===== src/rtl/cache_wb_controller.sv =====
// -----------------------------------------------------------------------------
// cache_wb_controller
//
// Write-back, write-allocate controller for a 2-way set-associative cache
// (8 sets, 2-bit tag, 8-bit data) in front of a 32x8 synchronous RAM.
// Line storage (valid/dirty/tag/data per way, one LRU bit per set) is held in
// registers inside this block.
//
// Ports:
//   clock      in   rising-edge clock
//   reset      in   asynchronous active-low reset
//   req        in   request strobe, sampled while busy=0 (IDLE or DONE cycle)
//   we         in   1 = write, 0 = read, sampled with req
//   addr       in   word address: set = addr[2:0], tag = addr[4:3]
//   wdata      in   write data, sampled with req
//   busy       out  high from the cycle after acceptance until done
//   done       out  one-cycle completion pulse
//   hit        out  valid with done: 1 = request hit
//   rdata      out  read result, valid with done, held until the next done
//   ram_addr   out  RAM address
//   ram_wdata  out  RAM write data
//   ram_wren   out  RAM write enable, high only during WRITEBACK
//   ram_rdata  in   RAM read data, one cycle after ram_addr
//   hit_cnt    out  wrapping hit counter
//   miss_cnt   out  wrapping miss counter
//   dbg_state  out  current FSM state
//
// Handshake: a request is taken on any rising edge where req=1 and busy=0;
// done is asserted for exactly one cycle when it completes, and a new req may
// be presented in that same done cycle. req while busy=1 is dropped.
// -----------------------------------------------------------------------------
module cache_wb_controller #(
  parameter int ADDR_W    = 5,
  parameter int DATA_W    = 8,
  parameter int SETS_LOG2 = 3
) (
  input  logic              clock,
  input  logic              reset,
  input  logic              req,
  input  logic              we,
  input  logic [ADDR_W-1:0] addr,
  input  logic [DATA_W-1:0] wdata,
  output logic              busy,
  output logic              done,
  output logic              hit,
  output logic [DATA_W-1:0] rdata,
  output logic [ADDR_W-1:0] ram_addr,
  output logic [DATA_W-1:0] ram_wdata,
  output logic              ram_wren,
  input  logic [DATA_W-1:0] ram_rdata,
  output logic [7:0]        hit_cnt,
  output logic [7:0]        miss_cnt,
  output logic [2:0]        dbg_state
);

  localparam int TAG_W = ADDR_W - SETS_LOG2;
  localparam int SETS  = 1 << SETS_LOG2;

  localparam logic [2:0] S_IDLE      = 3'd0;
  localparam logic [2:0] S_LOOKUP    = 3'd1;
  localparam logic [2:0] S_WRITEBACK = 3'd2;
  localparam logic [2:0] S_FILL      = 3'd3;
  localparam logic [2:0] S_FILL_WAIT = 3'd4;
  localparam logic [2:0] S_DONE      = 3'd5;

  logic [2:0]           state_q, state_d;

  // Latched request
  logic                 we_q;
  logic [TAG_W-1:0]     tag_q;
  logic [SETS_LOG2-1:0] set_q;
  logic [DATA_W-1:0]    wdata_q;

  // Way chosen for replacement on a miss, kept through WRITEBACK/FILL
  logic                 victim_q;

  logic                 hit_q;
  logic [DATA_W-1:0]    rdata_q;
  logic [ADDR_W-1:0]    ram_addr_q;
  logic [DATA_W-1:0]    ram_wdata_q;
  logic                 ram_wren_q;
  logic [7:0]           hit_cnt_q;
  logic [7:0]           miss_cnt_q;

  // Line state; index order is [way][set]
  logic [1:0][SETS-1:0] valid_q;
  logic [1:0][SETS-1:0] dirty_q;
  logic [SETS-1:0]      lru_q;     // way to evict next
  logic [TAG_W-1:0]     tag_mem  [2][SETS];
  logic [DATA_W-1:0]    data_mem [2][SETS];

  // Lookup results for the latched set/tag
  logic                 hit0, hit1, lookup_hit, hit_way;
  logic                 miss_victim, victim_dirty;
  logic                 accept;

  always_comb begin
    hit0         = valid_q[0][set_q] && (tag_mem[0][set_q] == tag_q);
    hit1         = valid_q[1][set_q] && (tag_mem[1][set_q] == tag_q);
    lookup_hit   = hit0 || hit1;
    hit_way      = hit1 && !hit0;
    // First invalid way wins (way0 preferred); otherwise LRU decides.
    if (!valid_q[0][set_q]) begin
      miss_victim = 1'b0;
    end else if (!valid_q[1][set_q]) begin
      miss_victim = 1'b1;
    end else begin
      miss_victim = lru_q[set_q];
    end
    victim_dirty = valid_q[miss_victim][set_q] && dirty_q[miss_victim][set_q];
  end

  assign accept = req && ((state_q == S_IDLE) || (state_q == S_DONE));

  always_comb begin
    state_d = state_q;
    case (state_q)
      S_IDLE:      if (req) state_d = S_LOOKUP;
      S_LOOKUP: begin
        if (lookup_hit)        state_d = S_DONE;
        else if (victim_dirty) state_d = S_WRITEBACK;
        else                   state_d = S_FILL;
      end
      S_WRITEBACK: state_d = S_FILL;
      S_FILL:      state_d = S_FILL_WAIT;
      S_FILL_WAIT: state_d = S_DONE;
      S_DONE:      state_d = req ? S_LOOKUP : S_IDLE;
      default:     state_d = S_IDLE;
    endcase
  end

  // Control, outputs, counters and the reset-cleared line state bits
  always_ff @(posedge clock or negedge reset) begin
    if (!reset) begin
      state_q     <= S_IDLE;
      we_q        <= 1'b0;
      tag_q       <= '0;
      set_q       <= '0;
      wdata_q     <= '0;
      victim_q    <= 1'b0;
      hit_q       <= 1'b0;
      rdata_q     <= '0;
      ram_addr_q  <= '0;
      ram_wdata_q <= '0;
      ram_wren_q  <= 1'b0;
      hit_cnt_q   <= '0;
      miss_cnt_q  <= '0;
      valid_q     <= '0;
      dirty_q     <= '0;
      lru_q       <= '0;
    end else begin
      state_q    <= state_d;
      ram_wren_q <= 1'b0;

      if (accept) begin
        we_q    <= we;
        tag_q   <= addr[ADDR_W-1:SETS_LOG2];
        set_q   <= addr[SETS_LOG2-1:0];
        wdata_q <= wdata;
      end

      case (state_q)
        S_LOOKUP: begin
          if (lookup_hit) begin
            hit_q          <= 1'b1;
            hit_cnt_q      <= hit_cnt_q + 8'd1;
            lru_q[set_q]   <= ~hit_way;
            if (we_q) begin
              dirty_q[hit_way][set_q] <= 1'b1;
            end else begin
              rdata_q <= data_mem[hit_way][set_q];
            end
          end else begin
            hit_q      <= 1'b0;
            miss_cnt_q <= miss_cnt_q + 8'd1;
            victim_q   <= miss_victim;
            if (victim_dirty) begin
              // Registered so the write is presented during WRITEBACK.
              ram_wren_q  <= 1'b1;
              ram_addr_q  <= {tag_mem[miss_victim][set_q], set_q};
              ram_wdata_q <= data_mem[miss_victim][set_q];
            end else begin
              ram_addr_q <= {tag_q, set_q};
            end
          end
        end
        S_WRITEBACK: begin
          // Fill address must be on the bus for the whole FILL cycle.
          ram_addr_q <= {tag_q, set_q};
        end
        S_FILL_WAIT: begin
          valid_q[victim_q][set_q] <= 1'b1;
          dirty_q[victim_q][set_q] <= we_q;
          lru_q[set_q]             <= ~victim_q;
          rdata_q                  <= we_q ? wdata_q : ram_rdata;
        end
        default: ;
      endcase
    end
  end

  // Tag/data payload; only meaningful where valid is set, so no reset.
  always_ff @(posedge clock) begin
    if ((state_q == S_LOOKUP) && lookup_hit && we_q) begin
      data_mem[hit_way][set_q] <= wdata_q;
    end
    if (state_q == S_FILL_WAIT) begin
      tag_mem[victim_q][set_q]  <= tag_q;
      data_mem[victim_q][set_q] <= we_q ? wdata_q : ram_rdata;
    end
  end

  assign busy      = (state_q != S_IDLE) && (state_q != S_DONE);
  assign done      = (state_q == S_DONE);
  assign hit       = hit_q;
  assign rdata     = rdata_q;
  assign ram_addr  = ram_addr_q;
  assign ram_wdata = ram_wdata_q;
  assign ram_wren  = ram_wren_q;
  assign hit_cnt   = hit_cnt_q;
  assign miss_cnt  = miss_cnt_q;
  assign dbg_state = state_q;

endmodule

===== config.mk =====
export PLATFORM = sky130hd
export DESIGN_NAME = cache_wb_controller
export DESIGN_NICKNAME = d
export VERILOG_FILES = /design/src/rtl/cache_wb_controller.sv
export SDC_FILE = /design/constraint.sdc
export NUM_CORES = 1
export LEC_CHECK = 0
export ABC_CLOCK_PERIOD_IN_PS = 10500
export BUFFER_PORTS_ARGS = -buffer_cell sky130_fd_sc_hd__buf_2
export CAP_MARGIN = 15
export CORE_ASPECT_RATIO = 0.6
export CORE_MARGIN = 2
export CORE_UTILIZATION = 60
export CTS_CLUSTER_DIAMETER = 30
export DETAILED_ROUTE_END_ITERATION = 10
export PLACE_DENSITY = 0.79
export SLEW_MARGIN = 20
export SYNTH_ARGS = -nofsm -noshare
export SYNTH_HDL_FRONTEND = slang
export SYNTH_SLANG_ARGS = --single-unit

===== constraint.sdc =====
create_clock -name clock -period 10.5 [get_ports clock]
set_input_delay 1.05 -clock clock [delete_from_list [all_inputs] [get_ports clock]]
set_output_delay 1.05 -clock clock [all_outputs]
set_load 0.05 [all_outputs]

-- Word-level counts from Yosys, hierarchy flattened
Memories as Yosys holds them, arrays and structs flattened.
Index checks and enable logic that the tools add are counted.
- memories kept: 2
- output and inout port bits: 44
- bits in writable memories: 160
- register bits: 97
- memories (memory ; depth ; bits a word ; rd ports ; clocked after Yosys merged registers in ; write ports ; line ; RTL):
    data_mem ; 2 ; 64 ; 2 ; 0 ; 1 ; 90 ; logic [DATA_W-1:0] data_mem [2][SETS];
    tag_mem ; 2 ; 16 ; 3 ; 0 ; 1 ; 89 ; logic [TAG_W-1:0] tag_mem [2][SETS];
- reductions and logical operators: 27
- magnitude comparators: 9
- muxes and demuxes: 73
- bitwise gates (word level): 6
- add/subtract/negate cells: 2
- equal/unequal tests: 13
- operator list (operator ; count):
    $mux 64 ; 4
    $mux 8 ; 15
    $reduce_or 64->1 ; 1
    $bmux 8 s3 ; 2
    $mux 16 ; 3
    $or 16x16->16 ; 2
    $pmux 16 s2 ; 1
    $pmux 8 s2 ; 2
    $demux 8 s3 ; 1
    $bmux 2 s3 ; 3
    $pmux 3 s6 ; 1
    $mux 1 ; 17
    $add 8x1->8 const B ; 2
    $bwmux 16 ; 1
    $bwmux 8 ; 2
    $demux 8 s1 ; 2
    $bmux 1 s3 ; 5
    $mux 2 ; 7
    $logic_and 1x1->1 ; 12
    $mux 5 ; 2
    $ne 2x2->1 const B ; 5
    $pmux 5 s2 ; 1
    $reduce_and 3->1 ; 3
    $reduce_and 2->1 ; 4
    21 further kinds ; 32

-- Depth between registers and ports, before layout
Gate-level depths: netlist of run 1.
- word-level depth: 16
- gate-level depth with buffers: 15
- mapped depth without buffers: 9

-- Least setup slack after synthesis of run 1
No wires, ideal clock.
- path kind: register to register
- start: reg set_q[0]
- end: reg ram_wdata_q[0], in the netlist ram_wdata[0]
- slack: 6.983 ns
- buffers on the path: 4
- setup time: 0.125 ns
- arrival: 3.393 ns
- cell stages (with the launch flop): 14
- data required time: 10.375 ns
- clock period less this slack: 3.517 ns
- cell sequence: dfrtp_1 > buf_6 > mux2_2 > mux4_2 > a211oi_2 > or2_1 > buf_4 > buf_2 > buf_2 > mux2i_1 > o22ai_1 > nor4_1 > nand2_1 > mux2_2
- word-level cells in the longest chain between the ends: 10
- ends and longest elaborated chain (what ; line ; RTL):
    start: declaration ; 71 ; logic [SETS_LOG2-1:0] set_q;
    start signal: assignment ; 158 ; set_q <= addr[SETS_LOG2-1:0];
    $bmux 1 s3, on equally long branches ; 108, 99, 105 ;
    $mux 1, on equally long branches ; 108, 99, 105 ;
    $mux 1 ; 105 ; end else if (!valid_q[1][set_q]) begin
    $mux 1 ; 103 ; if (!valid_q[0][set_q]) begin
    $mux 8 (not written as such) (2 in series) ; 110 ; victim_dirty = valid_q[miss_victim][set_q] && dirty_q[miss_victim][set_q];
    $bmux 1 s3 ; 110 ;
    $mux 1 (not written as such) ; 110 ;
    $logic_and 1x1->1 ; 110 ;
    $reduce_and 3->1 (no line) ; n/a ;
    end signal: assignment ; 181 ; ram_wdata_q <= data_mem[miss_victim][set_q];
    end: declaration ; 80 ; logic [DATA_W-1:0] ram_wdata_q;
Parallel ways exist; a longest one is shown, timed or not. The select of a mux whose other input is x is not followed.
A chain may end at the register's enable or synchronous reset.

-- Worst setup path after layout of run 1
- start: reg set_q[0]
- end: mem data_mem[1][53] (netlist name) (enable)
- word-level cells in the longest chain between the ends: 12
- ends and longest elaborated chain (what ; line):
    branches (longest 12 deep; another with $ge 4x4->1) ; n/a
    end: declaration ; 90
Parallel ways; which one is timed is not known. The select of a mux whose other input is x is not followed.

==> results.txt, run 1 <==
----------------------------------------------------
[Run status]
  Outcome ... completed

[Detailed routing]
  Number of iterations in the first detailed-routing pass ... 5
  DRC violations left ... 0
  Vias ... slightly above 9000
  Avg Vias per Cell ... approximately 6.9
  Number of nets with antenna violations after routing ... 0
  First DRT Iteration DRCs ... approximately 1400
  Average detailed-routed wire length per instance ... approximately 28 µm
  Total Routed Length ... about 37 mm

[Clock tree]
  Bufs on Longest Clock Path ... 3
  Clock slew seen by the registers of the worst setup and hold paths ... 60 ps
  Skew-Pair Late Insertion Delay ... roughly 520 ps
  Cts hold-fix bufs ... 0
  Number of buffers inserted during clock tree synthesis ... 36
  Maximum level of the CTS H-tree ... 2
  Post-CTS setup repair buffer count ... 0
  CTS root buf ... clkbuf_16
  Num Clock Sinks ... around 260
  CTS tree ... built
  Resize count post-CTS ... 0

[Synth]
  Syn nets ... 985
  Number of enable-type register cells in the synthesized netlist ... 160
  Avg Cell Area, Syn ... 12.86 µm²
  Post-synthesis cell count ... 958
  Flops & latches, synth ... 257
  Cell with the most instances after synthesis ... edfxtp_1
  Number of distinct library cells after synthesis ... 70
  Number of warnings printed during yosys synthesis ... 0
  Sequential element share of the synthesized area ... 58.68%
  FFs w/ async S/R, synth ... 37.74%
  Portion of synthesized cell area occupied by the leading cell type ... roughly 40%
  Top cell types by occurrence after synthesis ... 160 x edfxtp_1, 97 x dfrtp_1, 94 x nand2_1
  Most instantiated flip-flop cell in the synthesis netlist ... edfxtp_1
  Synth area leaders ... edfxtp_1 39%, dfrtp_1 20%, mux2i_1 6.7%
  Synthesized area ... 12320 µm²
  Synth area leader ... edfxtp_1

[Placed design]
  Port Buf Inserts ... approximately 70
  Total instance count after detailed placement ... 1257
  Estimated wirelength of the detail-placed design ... approximately 25 mm
  Routability Congestion ... 0.9634
  Worst Setup Slack post-DPL ... 5439 ps

[Setup path]
  Critical path class ... register to register
  Endpoint kind of the worst setup timing path ... register
  Crit start category ... register
  CP Max Fanout ... 68
  Required time of the critical path ... approximately 11000 ps
  Arrival time of the worst setup path ... around 5400 ps

[Worst hold path]
  Type of the tightest min-delay check ... register to register

[Global route]
  Initial antenna violation count ... 1
  Sum of overflow across all layers after global routing ... 0
  First-pass GRT wire length ... roughly 54 mm
  Maximum number of pins on one net before global-route repair ... ~70
  All-layer global routing usage ... around a third
  Vias in the first global route ... about 8400

[Floorplan]
  Effective utilization at floorplan ... around three fifths
  Ports placed on the boundary ... 69
  Die extent in y ... 115.0 µm
  Placement Rows ... 40
  Die width ... around 190 µm
  DIE AREA ... 21740 µm²
  Core region area ... about 20000 µm²

[Timing]
  Relative slew slack ... a little under a third
  Sum Neg Setup Slack ... 0 ps
  Tcrit/Tclk final ... between 40% and 50%
  Final count of negative-setup-slack endpoints ... 0
  Worst Clk Skew ... between 20 and 30 ps
  Setup ws final ... 5260 ps
  Measured slew at the worst slew-check pin ... about 1000 ps
  Clock period minus worst slack ... around 5200 ps
  F_max ... ~190 MHz
  RSZ-0062 raised after global routing ... false
  Final Slew Violations ... 0
  Hold violation total from the final report ... 0

[Run]
  # Max-Cap Violations ... 0

[Finish]
  Register cell area after layout ... about 7200 µm²
  Area delta synth->final ... 14.47%
  Ant. Diodes ... 0
  Non-filler cells in the finished layout ... around 1300
  Net count, final ... approximately 1000
  Multi-input gate area in the final layout ... between 4000 and 5000 µm²
  Share of layout cells above drive strength 1 ... between 20 and 25%
  Fillers ... 1385

[Pwr]
  Worst supply voltage drop on vdd ... a little under 0.2 mV
  Power per unit of standard cell area ... 361.3 nW/µm²
  Static power due to leakage ... between 5 and 6 nW

----------------------------------------------------
kinds of logic after synthesis:
logic type / share of synthesized area, %
and+or+nand+nor: 9.432
muxes: 16.44
DFF: 58.68
AOI/OAI and AO/OA: 11.60
xor gates and xnor gates: 1.066
buffers and inverters: 2.579
adders and majority gates: 0.2030
area by class of cell:
class / count / area share (%)
Clock buffer: 44 / 6.962
Clock inverter: 20 / 1.738
Inverter: 14 / 0.3725
Multi-Input combinational cell: 629 / 33.94
Sequential cell: 257 / 51.28
Tap cell: 273 / 2.421
Timing Repair Buffer: 84 / 3.282
flip-flops by register name, summed over array words and instances (netlist names):
name,cells
data_mem,128
dbg_state,3
dirty_q,16
hit,1
hit_cnt,8
lru_q,8
miss_cnt,8
ram_addr,5
ram_wdata,8
ram_wren,1
rdata,8
set_q,3
tag_mem,32
tag_q,2
valid_q,16
victim_q,1
wdata_q,8
we_q,1
cells in the final DEF (no fill, tap or decap), drive strengths merged, types with 12 or more instances in the layout:
cell	count
a211oi	13
a21oi	35
a22oi	19
buf	84
clkbuf	44
dfrtp	97
edfxtp	160
inv	21
mux2	55
mux2i	82
mux4	26
nand2	94
nand3	15
nor2	59
o21ai	35
o22a	12
o22ai	23
or2	16
worst max-delay path, stage by stage (launching register included):
cell and delay [ps]:
dfrtp_2 340, buf_4 690, mux2i_1 220, mux4_2 550
a32o_1 230, or4b_4 530, o21bai_4 180, buf_4 390
o21ai_2 500, nand2_1 380, nor2_1 790
final timing paths:
path / to / slack [ps] / startpoint / cells past startpoint
worst min-delay path: miss_cnt[7] / 470 / miss_cnt[7] / 1
max in group asynchronous: dirty_q[4] / 8750 / reset / 2
worst max register to register: data_mem[1][53] / 5260 / set_q[0] / 10
min in group asynchronous: miss_cnt[0] / 480 / reset / 1
worst max-delay path: data_mem[1][53] / 5260 / set_q[0] / 10
worst min register to register: miss_cnt[7] / 470 / miss_cnt[7] / 1
stage by stage:
step	cell area (µm²)	utilization (%)	power, W	hold slack, ps
2_1_floorplan	12320	-	0.003118	439.3
3_3_place_gp	12880	64.16	0.003723	452.2
3_5_place_dp	12880	64.16	0.003765	465.1
4_1_cts	14100	70.27	0.005012	471.8
5_1_grt	14110	70.29	0.005272	495.0
6_report	14110	70.29	0.005096	471.4
routing by layer:
layer	up-vias	wire length, µm	global-route usage, %
li1	3809	-	-
met1	4488	16170	54.62
met2	782	13680	41.88
met3	55	6283	15.38
met4	2	431	6.719
met5	-	13	0
power by group:
part / switching [W] / internal (W) / leakage (nW)
Sequential: 0.000183 / 0.00136 / 2.67
Clock: 0.000465 / 0.000774 / 0.602
Combinational: 0.00152 / 0.000800 / 2.32
(Power assumes the default switching activity.)
==> inputs of run 2 (changes only) <==
Settings changed: ABC_AREA set to 1, ABC_CLOCK_PERIOD_IN_PS 10500 to 4300, CORE_UTILIZATION 60 to 56, PLACE_DENSITY 0.79 to 0.77.
Clock period 10.5 ns to 4.3 ns, I/O delays scaled along.
==> run 2 against run 1 <==
Largest power group unchanged. Setup slack worse by 5100 ps. Highest routed layer is now met4. First-iteration DRC count up 57%. Power rose to 2.5 times the previous value.
==> results.txt, run 2 <==
----------------------------------------------------
[Global route]
  Maximum number of pins on one net before global-route repair ... slightly above 80
  All-layer global routing usage ... 35.62%
  Initial antenna violation count ... 2
  Sum of overflow across all layers after global routing ... 0
  Vias in the first global route ... between 10000 and 15000
  First-pass GRT wire length ... 68.14 mm

[Setup path]
  Logic depth of the worst setup path including buffers ... 18
  Number of cells on the worst reg-to-reg path ... 18
  Critical path origin ... set_q[1]
  Crit start category ... register
  Required time of the critical path ... 4720 ps
  Capturing point of the worst reg2reg path ... rdata[5]
  Delay-heaviest family, CP ... simple AND/OR/NAND/NOR gates
  Arrival time of the worst setup path ... roughly 4600 ps
  Reg-to-reg setup timing slack ... 140 ps
  CP Max Fanout ... between 80 and 90
  Critical path's largest stage delay ... about 700 ps
  Crit Reg-Reg Startpoint ... set_q[1]
  Total buffers and inverters traversed by the critical path ... 2
  Cells along the critical path ... inv_2, nor2_4, o211ai_1, nand2_1, nor2_1, nand2_1, nand2_1, nor2_1, nand2_2, nand2_2, buf_4, nand2_1, nand3_1, o21ai_1, nor2_1, nand2_1, nand2_1, a21oi_1
  Critical path class ... register to register
  Cell with the largest stage delay on the worst path ... buf_4
  Endpoint kind of the worst setup timing path ... register
  Worst path most repeated cell ... nand2_1
  Critical path destination ... rdata[5]

[Floorplan]
  Ports placed on the boundary ... 69
  Die width ... ~200 µm
  Effective utilization at floorplan ... between 50% and 60%
  Core region area ... approximately 23000 µm²
  DIE AREA ... between 20000 and 30000 µm²
  Die extent in y ... ~120 µm
  Placement Rows ... 43

[Clock tree]
  Post-CTS setup repair buffer count ... 0
  Maximum level of the CTS H-tree ... 2
  Cts hold-fix bufs ... 0
  Number of buffers inserted during clock tree synthesis ... slightly above 40
  Clock slew seen by the registers of the worst setup and hold paths ... 50 ps
  Num Clock Sinks ... around 260
  Skew-Pair Late Insertion Delay ... roughly 540 ps
  CTS root buf ... clkbuf_16
  CTS tree ... built
  Resize count post-CTS ... 0
  Bufs on Longest Clock Path ... 3

[Finish]
  Net count, final ... 1685
  Post-route cell area ... around 16000 µm²
  Core Util, Final ... about two thirds
  Area delta synth->final ... 15.55%
  Register with the highest flop count ... data_mem
  Share of layout cells above drive strength 1 ... 13.90%
  Number of flip-flops in the largest register ... between 100 and 150
  Top Registers ... data_mem: 128 flops, tag_mem: 32 flops
  Most used cells in the layout excluding fill and tap cells ... 376 x nand2_1, 178 x inv_1, 160 x edfxtp_1
  Leading cell type in the layout, fill and taps excluded ... nand2_1
  Ant. Diodes ... 0

[Detailed routing]
  Number of iterations in the first detailed-routing pass ... 7
  Average detailed-routed wire length per instance ... 22.48 µm
  Vias ... approximately 12000
  Number of nets with antenna violations after routing ... 0
  DRC violations left ... 0
  First DRT Iteration DRCs ... 2180
  Total Routed Length ... 45.09 mm
  Avg Vias per Cell ... 6.119

[Synth]
  Number of enable-type register cells in the synthesized netlist ... between 150 and 200
  Number of warnings printed during yosys synthesis ... 0
  Number of distinct library cells after synthesis ... 43
  Synth area leader ... edfxtp_1
  Cell with the most instances after synthesis ... nand2_1
  Post-synthesis cell count ... ~1600
  Sequential element share of the synthesized area ... between 50% and 60%
  Most instantiated flip-flop cell in the synthesis netlist ... edfxtp_1
  Synth area leaders ... edfxtp_1 36%, dfrtp_1 18%, nand2_1 10%
  Synthesized area ... around 14000 µm²
  Syn nets ... 1613
  Avg Cell Area, Syn ... 8.515 µm²
  Flops & latches, synth ... roughly 260
  Top cell types by occurrence after synthesis ... 376 x nand2_1, 178 x inv_1, 160 x edfxtp_1
  Portion of synthesized cell area occupied by the leading cell type ... 35.58%
  FFs w/ async S/R, synth ... between 30% and 40%

[Timing]
  Measured slew at the worst slew-check pin ... 946.9 ps
  Hold violation total from the final report ... 0
  Final count of negative-setup-slack endpoints ... 0
  Relative slew slack ... between 30% and 40%
  F_max ... 240.3 MHz
  RSZ-0062 raised after global routing ... false
  Min Hold Slack ... about 2.3 ps
  Final Slew Violations ... 0
  Sum Neg Setup Slack ... 0 ps
  Clock period minus worst slack ... around 4200 ps
  Tcrit/Tclk final ... slightly below 100%
  Worst Clk Skew ... 21.01 ps

[Pwr]
  Static power due to leakage ... 6.979 nW
  Worst supply voltage drop on vdd ... between 0.4 and 0.5 mV
  Power per unit of standard cell area ... 830.9 nW/µm²

[Placed design]
  Port Buf Inserts ... 68
  Routability Congestion ... ~1
  Estimated wirelength of the detail-placed design ... a little over 30 mm
  Total cell area at the placement stage ... between 10000 and 15000 µm²

[Worst hold path]
  Type of the tightest min-delay check ... input pin to async pin

[Run]
  # Max-Cap Violations ... 0

[Run status]
  Outcome ... completed

----------------------------------------------------
-- run 2: cell types whose count changed in the layout (fill, tap and decap cells not counted), moves of 31 or more --
cell | before | now
nand3b_1 | 3 | 41
mux2i_1 | 82 | 0
a21oi_1 | 34 | 132
o21ai_0 | 30 | 115
nand2_1 | 94 | 376
nand3_1 | 15 | 136
buf_4 | 17 | 48
nor2_1 | 58 | 103
inv_1 | 12 | 178
mux2_2 | 53 | 8
-- run 2: area by class of cell --
type	instances	area, µm²
repair buffers	117	735.7
well taps	315	394.1
flip-flops and latches	257	7233
inverters	191	716.9
fillers	1877	7800
clock inverters	23	267.8
clock buffers	53	1176
multi-input cells	1050	5080
-- run 2: worst min-delay path by stage --
stage,end,from,depth (start not counted)
global placement,miss_cnt[7],miss_cnt[7],1
CTS,rdata[0],reset,1
finish,hit_cnt[6],reset,1
floorplan,dbg_state[0],reset,0
detailed placement,miss_cnt[7],miss_cnt[7],1
global route,rdata[0],reset,1
-- run 2: kinds of logic after synthesis --
logic type / share of synthesized area [%]
buf+inv: 8.848
simple gates: 23.32
xor+xnor: 0.8431
fa+ha+maj: 0.1853
compound gates: 12.58
flops: 53.55
mux: 0.6671
-- run 2: report_power, final --
group | internal (W) | switching (W) | leakage (nW)
registers | 0.00331 | 0.000399 | 2.66
logic | 0.00140 | 0.00438 | 3.61
clock network | 0.00224 | 0.00123 | 0.707
-- run 2: through the flow --
stage          total power [W]  cells  worst slack (ps)
3_3_place_gp          0.009150   1930             429.4
2_1_floorplan         0.007424   1586              1345
4_1_cts                0.01271   2006             386.7
5_1_grt                0.01347   2006             29.68
3_5_place_dp          0.009228   1930             395.5
6_report               0.01297   2006             137.7
-- run 2: per-layer routing --
| metal | routed length, µm | track usage, % |
|---|---|---|
| met3 | 7721 | 14.31 |
| met5 | 0 | 0 |
| met4 | 1083 | 8.525 |
| met2 | 17190 | 45.60 |
| met1 | 19100 | 55.33 |
